File: config.mk
export PLATFORM = sky130hd
export DESIGN_NAME = phy_tx_word_buffer
export DESIGN_NICKNAME = d
export VERILOG_FILES = /design/src/rtl/phy_pkg.sv /design/src/rtl/phy_tx_fifo_core.sv /design/src/rtl/phy_tx_word_buffer.sv
export SDC_FILE = /design/constraint.sdc
export NUM_CORES = 1
export LEC_CHECK = 0
export BUFFER_PORTS_ARGS = -buffer_cell sky130_fd_sc_hd__buf_2
export CORE_ASPECT_RATIO = 0.5
export CORE_MARGIN = 2
export CORE_UTILIZATION = 64
export DETAILED_ROUTE_END_ITERATION = 8
export PLACE_DENSITY = 0.91
export SLEW_MARGIN = 10
export SYNTH_ARGS = -nofsm -noshare
export SYNTH_HDL_FRONTEND = slang
export SYNTH_HIERARCHICAL = 1
export SYNTH_SLANG_ARGS = --single-unit
File: constraint.sdc
create_clock -name clk -period 10.15 [get_ports clk]
set_input_delay 1.015 -clock clk [delete_from_list [all_inputs] [get_ports clk]]
set_output_delay 1.015 -clock clk [all_outputs]
set_load 0.03 [all_outputs]
File: src/rtl/phy_pkg.sv
// Shared definitions for the PHY transmit word buffer: word width, read-side
// pacing states and a width helper.
package phy_pkg;

    localparam int PHY_WORD_W = 32;

    typedef enum logic [1:0] {
        IDLE,
        SEND,
        GAP
    } rd_state_e;

    // Constant-elaboration log2 ceiling, used for pointer and counter widths.
    function automatic int clog2(input int value);
        int r;
        r = 0;
        while ((1 << r) < value) begin
            r = r + 1;
        end
        return r;
    endfunction

endpackage

File: src/rtl/phy_tx_fifo_core.sv
// Synchronous word FIFO with registered fill level and flags, plus a sticky
// overflow flag for pushes rejected while full.
module phy_tx_fifo_core
    import phy_pkg::*;
#(
    parameter int DEPTH     = 8,
    parameter int AF_THRESH = 6,
    localparam int PTR_W    = clog2(DEPTH),
    localparam int FILL_W   = PTR_W + 1
) (
    input  logic                  clk,
    input  logic                  reset,
    input  logic                  push,
    input  logic [PHY_WORD_W-1:0] data_in,
    input  logic                  pop,
    output logic [PHY_WORD_W-1:0] rd_data,
    output logic                  full,
    output logic                  almost_full,
    output logic                  empty,
    output logic [FILL_W-1:0]     fill_level,
    output logic                  overflow
);

    logic [PHY_WORD_W-1:0] r_mem [DEPTH];
    logic [PTR_W-1:0]      r_wr_ptr;
    logic [PTR_W-1:0]      r_rd_ptr;
    logic [FILL_W-1:0]     r_fill;
    logic                  r_full;
    logic                  r_empty;
    logic                  r_almost_full;
    logic                  r_overflow;

    logic                  w_push_ok;
    logic                  w_pop_ok;
    logic [FILL_W-1:0]     w_fill_next;

    // Rejection looks only at the registered full flag, so a same-edge pop
    // never rescues a push into a full buffer.
    assign w_push_ok = push && !r_full;
    assign w_pop_ok  = pop && !r_empty;

    always_comb begin
        w_fill_next = r_fill;
        if (w_push_ok && !w_pop_ok) begin
            w_fill_next = r_fill + FILL_W'(1);
        end else if (!w_push_ok && w_pop_ok) begin
            w_fill_next = r_fill - FILL_W'(1);
        end
    end

    always_ff @(posedge clk) begin
        if (w_push_ok) begin
            r_mem[r_wr_ptr] <= data_in;
        end
    end

    always_ff @(posedge clk or posedge reset) begin
        if (reset) begin
            r_wr_ptr      <= '0;
            r_rd_ptr      <= '0;
            r_fill        <= '0;
            r_full        <= 1'b0;
            r_empty       <= 1'b1;
            r_almost_full <= 1'b0;
            r_overflow    <= 1'b0;
        end else begin
            // DEPTH is a power of two, so pointer increments wrap naturally.
            if (w_push_ok) begin
                r_wr_ptr <= r_wr_ptr + PTR_W'(1);
            end
            if (w_pop_ok) begin
                r_rd_ptr <= r_rd_ptr + PTR_W'(1);
            end
            if (push && r_full) begin
                r_overflow <= 1'b1;
            end
            r_fill        <= w_fill_next;
            r_full        <= (w_fill_next == FILL_W'(DEPTH));
            r_empty       <= (w_fill_next == '0);
            r_almost_full <= (w_fill_next >= FILL_W'(AF_THRESH));
        end
    end

    assign rd_data     = r_mem[r_rd_ptr];
    assign full        = r_full;
    assign almost_full = r_almost_full;
    assign empty       = r_empty;
    assign fill_level  = r_fill;
    assign overflow    = r_overflow;

endmodule

File: src/rtl/phy_tx_word_buffer.sv
// PHY transmit feeder: buffers producer words and releases them to the PHY
// input bus as one-cycle valid strobes spaced WORD_PERIOD clocks apart.
module phy_tx_word_buffer
    import phy_pkg::*;
#(
    parameter int DEPTH       = 8,
    parameter int WORD_PERIOD = 1,
    parameter int AF_THRESH   = 6,
    localparam int FILL_W     = clog2(DEPTH) + 1,
    localparam int CNT_W      = clog2(WORD_PERIOD) + 1
) (
    input  logic                  clk,
    input  logic                  reset,
    input  logic                  push,
    input  logic [PHY_WORD_W-1:0] data_in,
    input  logic                  pause,
    output logic [PHY_WORD_W-1:0] data_out,
    output logic                  valid,
    output logic                  full,
    output logic                  almost_full,
    output logic                  empty,
    output logic [FILL_W-1:0]     fill_level,
    output logic                  overflow
);

    rd_state_e             r_state;
    rd_state_e             w_state_next;
    logic [CNT_W-1:0]      r_slot_cnt;
    logic [CNT_W-1:0]      w_slot_cnt_next;
    logic                  r_valid;
    logic [PHY_WORD_W-1:0] r_data_out;
    logic                  w_pop;
    logic                  w_can_pop;
    logic                  w_empty;
    logic [PHY_WORD_W-1:0] w_rd_data;

    phy_tx_fifo_core #(
        .DEPTH     (DEPTH),
        .AF_THRESH (AF_THRESH)
    ) u_fifo (
        .clk         (clk),
        .reset       (reset),
        .push        (push),
        .data_in     (data_in),
        .pop         (w_pop),
        .rd_data     (w_rd_data),
        .full        (full),
        .almost_full (almost_full),
        .empty       (w_empty),
        .fill_level  (fill_level),
        .overflow    (overflow)
    );

    assign w_can_pop = !w_empty && !pause;

    // SEND plus the GAP countdown plus the IDLE pop edge add up to exactly
    // WORD_PERIOD edges between strobes; period 2 skips GAP entirely.
    always_comb begin
        w_state_next    = r_state;
        w_slot_cnt_next = r_slot_cnt;
        w_pop           = 1'b0;
        case (r_state)
            IDLE: begin
                if (w_can_pop) begin
                    w_pop        = 1'b1;
                    w_state_next = SEND;
                end
            end
            SEND: begin
                if (WORD_PERIOD == 1) begin
                    if (w_can_pop) begin
                        w_pop = 1'b1;
                    end else begin
                        w_state_next = IDLE;
                    end
                end else begin
                    w_slot_cnt_next = CNT_W'(WORD_PERIOD - 2);
                    w_state_next    = (WORD_PERIOD == 2) ? IDLE : GAP;
                end
            end
            GAP: begin
                w_slot_cnt_next = r_slot_cnt - CNT_W'(1);
                if (r_slot_cnt <= CNT_W'(1)) begin
                    w_state_next = IDLE;
                end
            end
            default: begin
                w_state_next = IDLE;
            end
        endcase
    end

    always_ff @(posedge clk or posedge reset) begin
        if (reset) begin
            r_state    <= IDLE;
            r_slot_cnt <= '0;
            r_valid    <= 1'b0;
            r_data_out <= '0;
        end else begin
            r_state    <= w_state_next;
            r_slot_cnt <= w_slot_cnt_next;
            r_valid    <= w_pop;
            if (w_pop) begin
                r_data_out <= w_rd_data;
            end
        end
    end

    assign data_out = r_data_out;
    assign valid    = r_valid;
    assign empty    = w_empty;

endmodule

==> flow_metrics.py, run 1 <==
metrics = {
    "floorplan": {
        "io_pins": 77,
        "die_area_um2": 19300,
        "die_x_um": 195,
        "rows": 34,
        "core_um2": 17600,
        "dieHeight_um": 99.3,
        "start_util_pct": 66.1,
    },
    "run": {
        "max_cap_violations": 0,
    },
    "synth": {
        "syn_area_per_cell_um2": 23.0,
        "ys_seq_elements": 303,
        "synth_nets": 545,
        "async_flop_share_pct": 15.5,
        "synth_top_area_share_pct": 66.2,
        "yosysWarningCount": 6,
        "ys_seq_area_share_pct": 76.3,
        "synth_largest_area_cell": "edfxtp_1",
        "netlist_area_um2": 11600,
        "synth_area_leaders": "edfxtp_1, mux4_2, dfrtp_1",
        "ys.flop_type": "edfxtp_1",
        "synthCells": 505,
        "synthDistinctLibCells": 32,
        "synth_edf_count": 256,
    },
    "global_routing": {
        "grt.overflow.total": 0,
        "grt_pass1_vias": 5833,
        "grt_max_degree": 60,
        "antenna_found_initial": 2,
        "grt_util_met1_pct": 37.0,
        "busiest_layer": "met2",
        "grt_pass1_wl_mm": 36.9,
        "grtUsageMet2_pct": 43.4,
        "grt.met3_usage_pct": 5.60,
        "grt_use_total_pct": 26.6,
    },
    "finish": {
        "mostFrequentLayoutCell": "edfxtp_1",
        "area_growth_pct": 12.5,
        "mostFrequentLayoutCells": "edfxtp_1, buf_2, mux4_2, mux2_2, dfrtp_1",
        "regArea_um2": 8870,
        "layout-drive-gt1-share_pct": 44.0,
        "nets": 637,
        "multiInputGateArea_um2": 2620,
        "fillers": 897,
    },
    "critical_path": {
        "crit_slowest_cell": "buf_4",
        "endpoint_kind": "register",
        "cp.arrival_ns": 3.23,
        "crit_path_frequent_cell": "mux2_2",
        "critPathMaxFanout": 51,
        "required_ns": 10.54,
        "reg2reg_depth": 4,
        "startpoint_type": "register",
        "max_stage_delay_ns": 0.82,
        "cp_cell_sequence": "buf_4 -> mux4_2 -> mux2_2 -> mux2_2",
        "path_class": "register to register",
    },
    "clocking": {
        "cts_htree_levels": 1,
        "cts_inserted_buffers": 25,
        "cts.repair.resized": 0,
        "cts_hold_buf": 0,
        "cts_tree": "built",
        "postCtsSetupBuffers": 0,
        "root_buffer": "clkbuf_16",
        "clk_latency_ns": 0.52,
        "clk_pin_slew_ns": 0.07,
        "cts_max_path_buffers": 3,
        "clock_sinks": 303,
    },
    "status": {
        "status": "finished clean",
    },
    "timing": {
        "finalCriticalPeriod_ns": 2.84,
        "min_period_over_period_pct": 28.0,
        "fin_skew_ns": 0.0133,
        "worst_slew_pin_slew_ns": 1.15,
        "hold_violations": 0,
        "drv_slew": 0,
        "fmax_mhz": 352,
        "finalSetupViolCount": 0,
        "tns_ns": 0,
        "rsz0062_at_grt": "no",
        "relSlewSlack_pct": 22.9,
    },
    "place": {
        "dpl.hpwl_mm": 12.9,
        "numPortBuffers": 76,
        "gp_congestion": 0.722,
    },
    "detailed_routing": {
        "vias_per_cell": 6.55,
        "vias": 5561,
        "postRouteAntennaNets": 0,
        "routed_wl_mm": 24.4,
        "dr.pass1.iters": 5,
        "drcViolationCount": 0,
        "wl_per_cell_um": 28.8,
        "drt_iter0_markers": 615,
    },
    "power_and_ir_drop": {
        "max-vdd-ir-drop_v": 0.000230,
        "p_leak_nw": 4.49,
        "p_total_mw": 3.98,
        "p_per_area_nw_per_um2": 305,
    },
    "hold_path": {
        "hold_depth": 1,
        "hold_path_class": "register to register",
    },
}
## critical path, delay by kind of cell, from the launching register on
family	cells	cell delay, ns
buf+inv	1	0.82
flops	1	0.62
mux	3	1.24
## metal layers
layer / vias up / part of all wire (%)
li1: 2262 / -
met1: 2897 / 39
met2: 333 / 49
met3: 67 / 8.5
met4: 2 / 3.1
met5: - / 0.053
## stage by stage
stage | worst slack (ns) | instance area (um2) | util, % | hold WS [ns] | std cells
after floorplan | 5.39 | 11600 | - | 0.517 | 505
after detailed placement | 7.17 | 12300 | 69.8 | 0.441 | 804
after global routing | 7.09 | 13100 | 74.4 | 0.465 | 848
final | 7.31 | 13100 | 74.4 | 0.458 | 849
after CTS | 7.24 | 13100 | 74.4 | 0.458 | 848
after global placement | 7.23 | 12300 | 69.8 | 0.437 | 804
## cell usage after synthesis (2+ instances only)
master and count:
xnor2_2 2, buf_6 10, buf_2 4, a21o_1 2, ha_1 4, mux4_2 64
mux2_2 63, nand2_1 8, dfrtp_1 46, nor2_1 5, a22oi_4 2, nand2b_1 2
edfxtp_1 256, xnor2_1 4, nor3_1 5, inv_1 4, mux2_1 2, nor2_4 2
clkbuf_1 7
## logic make-up (layout without fill, tap and decap cells)
group           after synthesis  after routing  synth area share [%]
compound gates                6              6                 0.743
other cells                   0              1                     0
buf+inv                      26            135                  1.53
flops                       303            303                  76.3
xor+xnor                      7              7                 0.657
simple gates                 30             30                  1.61
mux                         129            129                  18.7
fa+ha+maj                     4              4                 0.431
## state kept, by name, indices dropped and copies added (netlist names)
name                count
u_fifo/full             1
data_out               32
valid                   1
u_fifo/r_rd_ptr         3
u_fifo/almost_full      1
u_fifo/fill_level       4
u_fifo/r_wr_ptr         3
u_fifo/overflow         1
u_fifo/r_mem          256
u_fifo/empty            1
## final cells by class
cell class                      count  share of cell area [%]
Tap cell                          234                    2.24
Inverter                            4                   0.115
Timing Repair Buffer               87                    3.54
Sequential cell                   303                    67.9
Clock inverter                     11                    1.03
Multi-Input combinational cell    176                    20.1
Antenna cell                        1                  0.0192
Clock buffer                       33                    5.09
## path summary, 6_finish.rpt
kind / start / to / slack (ns)
hold / removal: u_fifo/overflow / u_fifo/overflow / 0.46
max in group asynchronous: reset / data_out[3] / 8.83
setup / recovery: u_fifo/r_rd_ptr[0] / data_out[7] / 7.31
min in group asynchronous: reset / data_out[19] / 0.54
hold reg to reg: u_fifo/overflow / u_fifo/overflow / 0.46
setup reg to reg: u_fifo/r_rd_ptr[0] / data_out[7] / 7.31
## where the power goes
part           internal (mW)  switching [mW]
clock                  0.540           0.424
combinational          0.560           0.665
sequential              1.62           0.173
total                   2.72            1.26
Power figures use the tool's default switching activity.
==> inputs of run 2 (changes only) <==
ABC_AREA = 1   (was not set)
CORE_UTILIZATION = 54   (was 64)
PLACE_DENSITY = 0.82   (was 0.91)
clock period = 2.6 ns   (was 10.15 ns; I/O delays follow)
==> run 2 against run 1 <==
  * Sequential share of layout area down 3.1 points
  * Die area up 22%
  * Power grew to 4.1 times the previous value
  * First-iteration DRC count increased by 30%
  * Via count grew 35%
  * Register-to-register slack got worse by 6.7 ns
  * Area after synthesis rose by 3.3%
  * Largest cell class unchanged
==> flow_metrics.py, run 2 <==
metrics = {
    "status": {
        "status": "finished clean",
    },
    "place": {
        "numPortBuffers": 76,
        "place_area_um2": 12700,
        "dpl.hpwl_mm": 14.3,
        "gp_congestion": 0.768,
        "place_ws_ns": 0.588,
        "dp.cells": 1240,
    },
    "floorplan": {
        "die_area_um2": 23500,
        "core_um2": 21700,
        "io_pins": 77,
        "start_util_pct": 55.2,
        "rows": 38,
        "die_x_um": 215,
        "dieHeight_um": 109,
    },
    "critical_path": {
        "path_class": "register to register",
        "endpoint_kind": "register",
        "critPathMaxFanout": 19,
        "startpoint_type": "register",
        "required_ns": 2.82,
        "cp.arrival_ns": 2.26,
    },
    "synth": {
        "ys_seq_area_share_pct": 73.9,
        "synthDistinctLibCells": 30,
        "synth_edf_count": 256,
        "synth_nets": 933,
        "synthCells": 893,
        "ys_top_cells_by_count": "edfxtp_1, nand2_1, o21ai_0, nor2_1",
        "syn_area_per_cell_um2": 13.4,
        "async_flop_share_pct": 15.5,
        "netlist_area_um2": 12000,
        "ys.flop_type": "edfxtp_1",
        "synth_top_area_share_pct": 64.1,
        "synth_area_leaders": "edfxtp_1, dfrtp_1, nand2_1",
        "ys_seq_elements": 303,
        "yosysWarningCount": 6,
        "synth_largest_area_cell": "edfxtp_1",
        "yosysMostFrequentCell": "edfxtp_1",
    },
    "global_routing": {
        "grt_pass1_wl_mm": 40.6,
        "antenna_found_initial": 2,
        "grt_pass1_vias": 7673,
        "grt.overflow.total": 0,
        "grt_use_total_pct": 22.4,
        "grt_max_degree": 67,
    },
    "clocking": {
        "cts_inserted_buffers": 26,
        "postCtsSetupBuffers": 0,
        "cts_max_path_buffers": 3,
        "clk_pin_slew_ns": 0.07,
        "cts.repair.resized": 0,
        "cts_tree": "built",
        "root_buffer": "clkbuf_16",
        "clock_sinks": 303,
        "clk_latency_ns": 0.53,
        "cts_htree_levels": 1,
        "cts_hold_buf": 9,
    },
    "timing": {
        "min_period_over_period_pct": 78.2,
        "rsz0062_at_grt": "no",
        "whs_ns": 0.0103,
        "setup_ws_ns": 0.567,
        "drv_slew": 0,
        "relSlewSlack_pct": 49.3,
        "worst_slew_pin_slew_ns": 0.760,
        "finalSetupViolCount": 0,
        "hold_violations": 0,
        "finalCriticalPeriod_ns": 2.03,
        "fin_skew_ns": 0.0119,
        "tns_ns": 0,
        "fmax_mhz": 492,
    },
    "power_and_ir_drop": {
        "switching_share_pct": 36.7,
        "clockPowerShare_pct": 24.8,
        "seq_power_share_pct": 41.8,
        "intPower_mw": 10.3,
        "p_comb_share_pct": 33.4,
        "p_leak_nw": 5.28,
        "p_per_area_nw_per_um2": 1190,
        "p_total_mw": 16.3,
        "switchingPower_mw": 5.98,
        "max-vdd-ir-drop_v": 0.000627,
    },
    "finish": {
        "postLayoutCellArea_um2": 13700,
        "final_util_pct": 63.0,
        "mostFrequentLayoutCells": "edfxtp_1, nand2_1, o21ai_0, buf_2, nor2_1",
        "largest_register_ffs": 256,
        "fin_cells": 1298,
        "area_growth_pct": 14.2,
        "nets": 1017,
        "top_register": "u_fifo/r_mem",
        "mostFrequentLayoutCell": "edfxtp_1",
        "layout-drive-gt1-share_pct": 16.8,
        "fillers": 1544,
    },
    "detailed_routing": {
        "drt_iter0_markers": 799,
        "vias": 7508,
        "drcViolationCount": 0,
        "wl_per_cell_um": 20.3,
        "vias_per_cell": 5.78,
        "dr.pass1.iters": 6,
        "postRouteAntennaNets": 0,
        "routed_wl_mm": 26.4,
    },
    "run": {
        "max_cap_violations": 0,
    },
    "hold_path": {
        "hold_path_class": "input port to register",
    },
}
run 2: final cells by class:
class	instances	area, um2	area share (%)
clock inverter	14	155	1.13
multi-input combinational	520	2800	20.4
clock buffer	34	742	5.42
sequential	303	8870	64.8
timing repair buffer	107	686	5.01
tap	300	375	2.74
inverter	19	71.3	0.521
antenna	1	2.50	0.0183
run 2: metal layers:
metal  GRT usage [%]  share of wire (%)  vias up
met1            29.3                 41     3682
met5               0              0.080        -
li1                -                  -     3392
met2            38.1                 49      357
met3            3.85                7.6       73
met4            9.03                3.0        4
run 2: cells by family after synthesis:
group                    Yosys count  share of synthesized area [%]
buffers and inverters             70                           3.32
adder cells (fa/ha/maj)            4                          0.417
flip-flops                       303                           73.9
multiplexers                      64                           5.34
AND/OR/NAND/NOR                  285                           9.29
AO/OA/AOI/OAI                    164                           7.53
XOR/XNOR                           3                          0.219
run 2: final timing paths:
check / start / endpoint / slack [ns] / cells after the start
max in group asynchronous: reset / u_fifo/r_rd_ptr[0] / 1.73 / 3
setup reg to reg: u_fifo/full / u_fifo/r_mem[6][15] / 0.57 / 5
min in group asynchronous: reset / u_fifo/r_rd_ptr[1] / 0.41 / 3
setup / recovery: u_fifo/full / u_fifo/r_mem[6][15] / 0.57 / 5
hold / removal: data_in[12] / u_fifo/r_mem[7][12] / 0.01 / 1
hold reg to reg: data_out[24] / data_out[24] / 0.49 / 2
run 2: critical path, stage by stage (launching register included):
cell,delay [ns]
dfrtp_1,0.43
inv_2,0.07
nand2_1,0.08
or2_1,0.37
nor2_4,0.51
buf_12,0.25
run 2: power groups by stage:
stage | Combinational, mW | Sequential (mW) | Clock, mW
2_1_floorplan | 3.46 | 7.22 | 0
3_3_place_gp | 5.06 | 6.84 | 0
3_5_place_dp | 5.28 | 6.89 | 0
4_1_cts | 5.38 | 6.80 | 4.07
5_1_grt | 5.89 | 6.90 | 4.26
6_report | 5.43 | 6.81 | 4.04
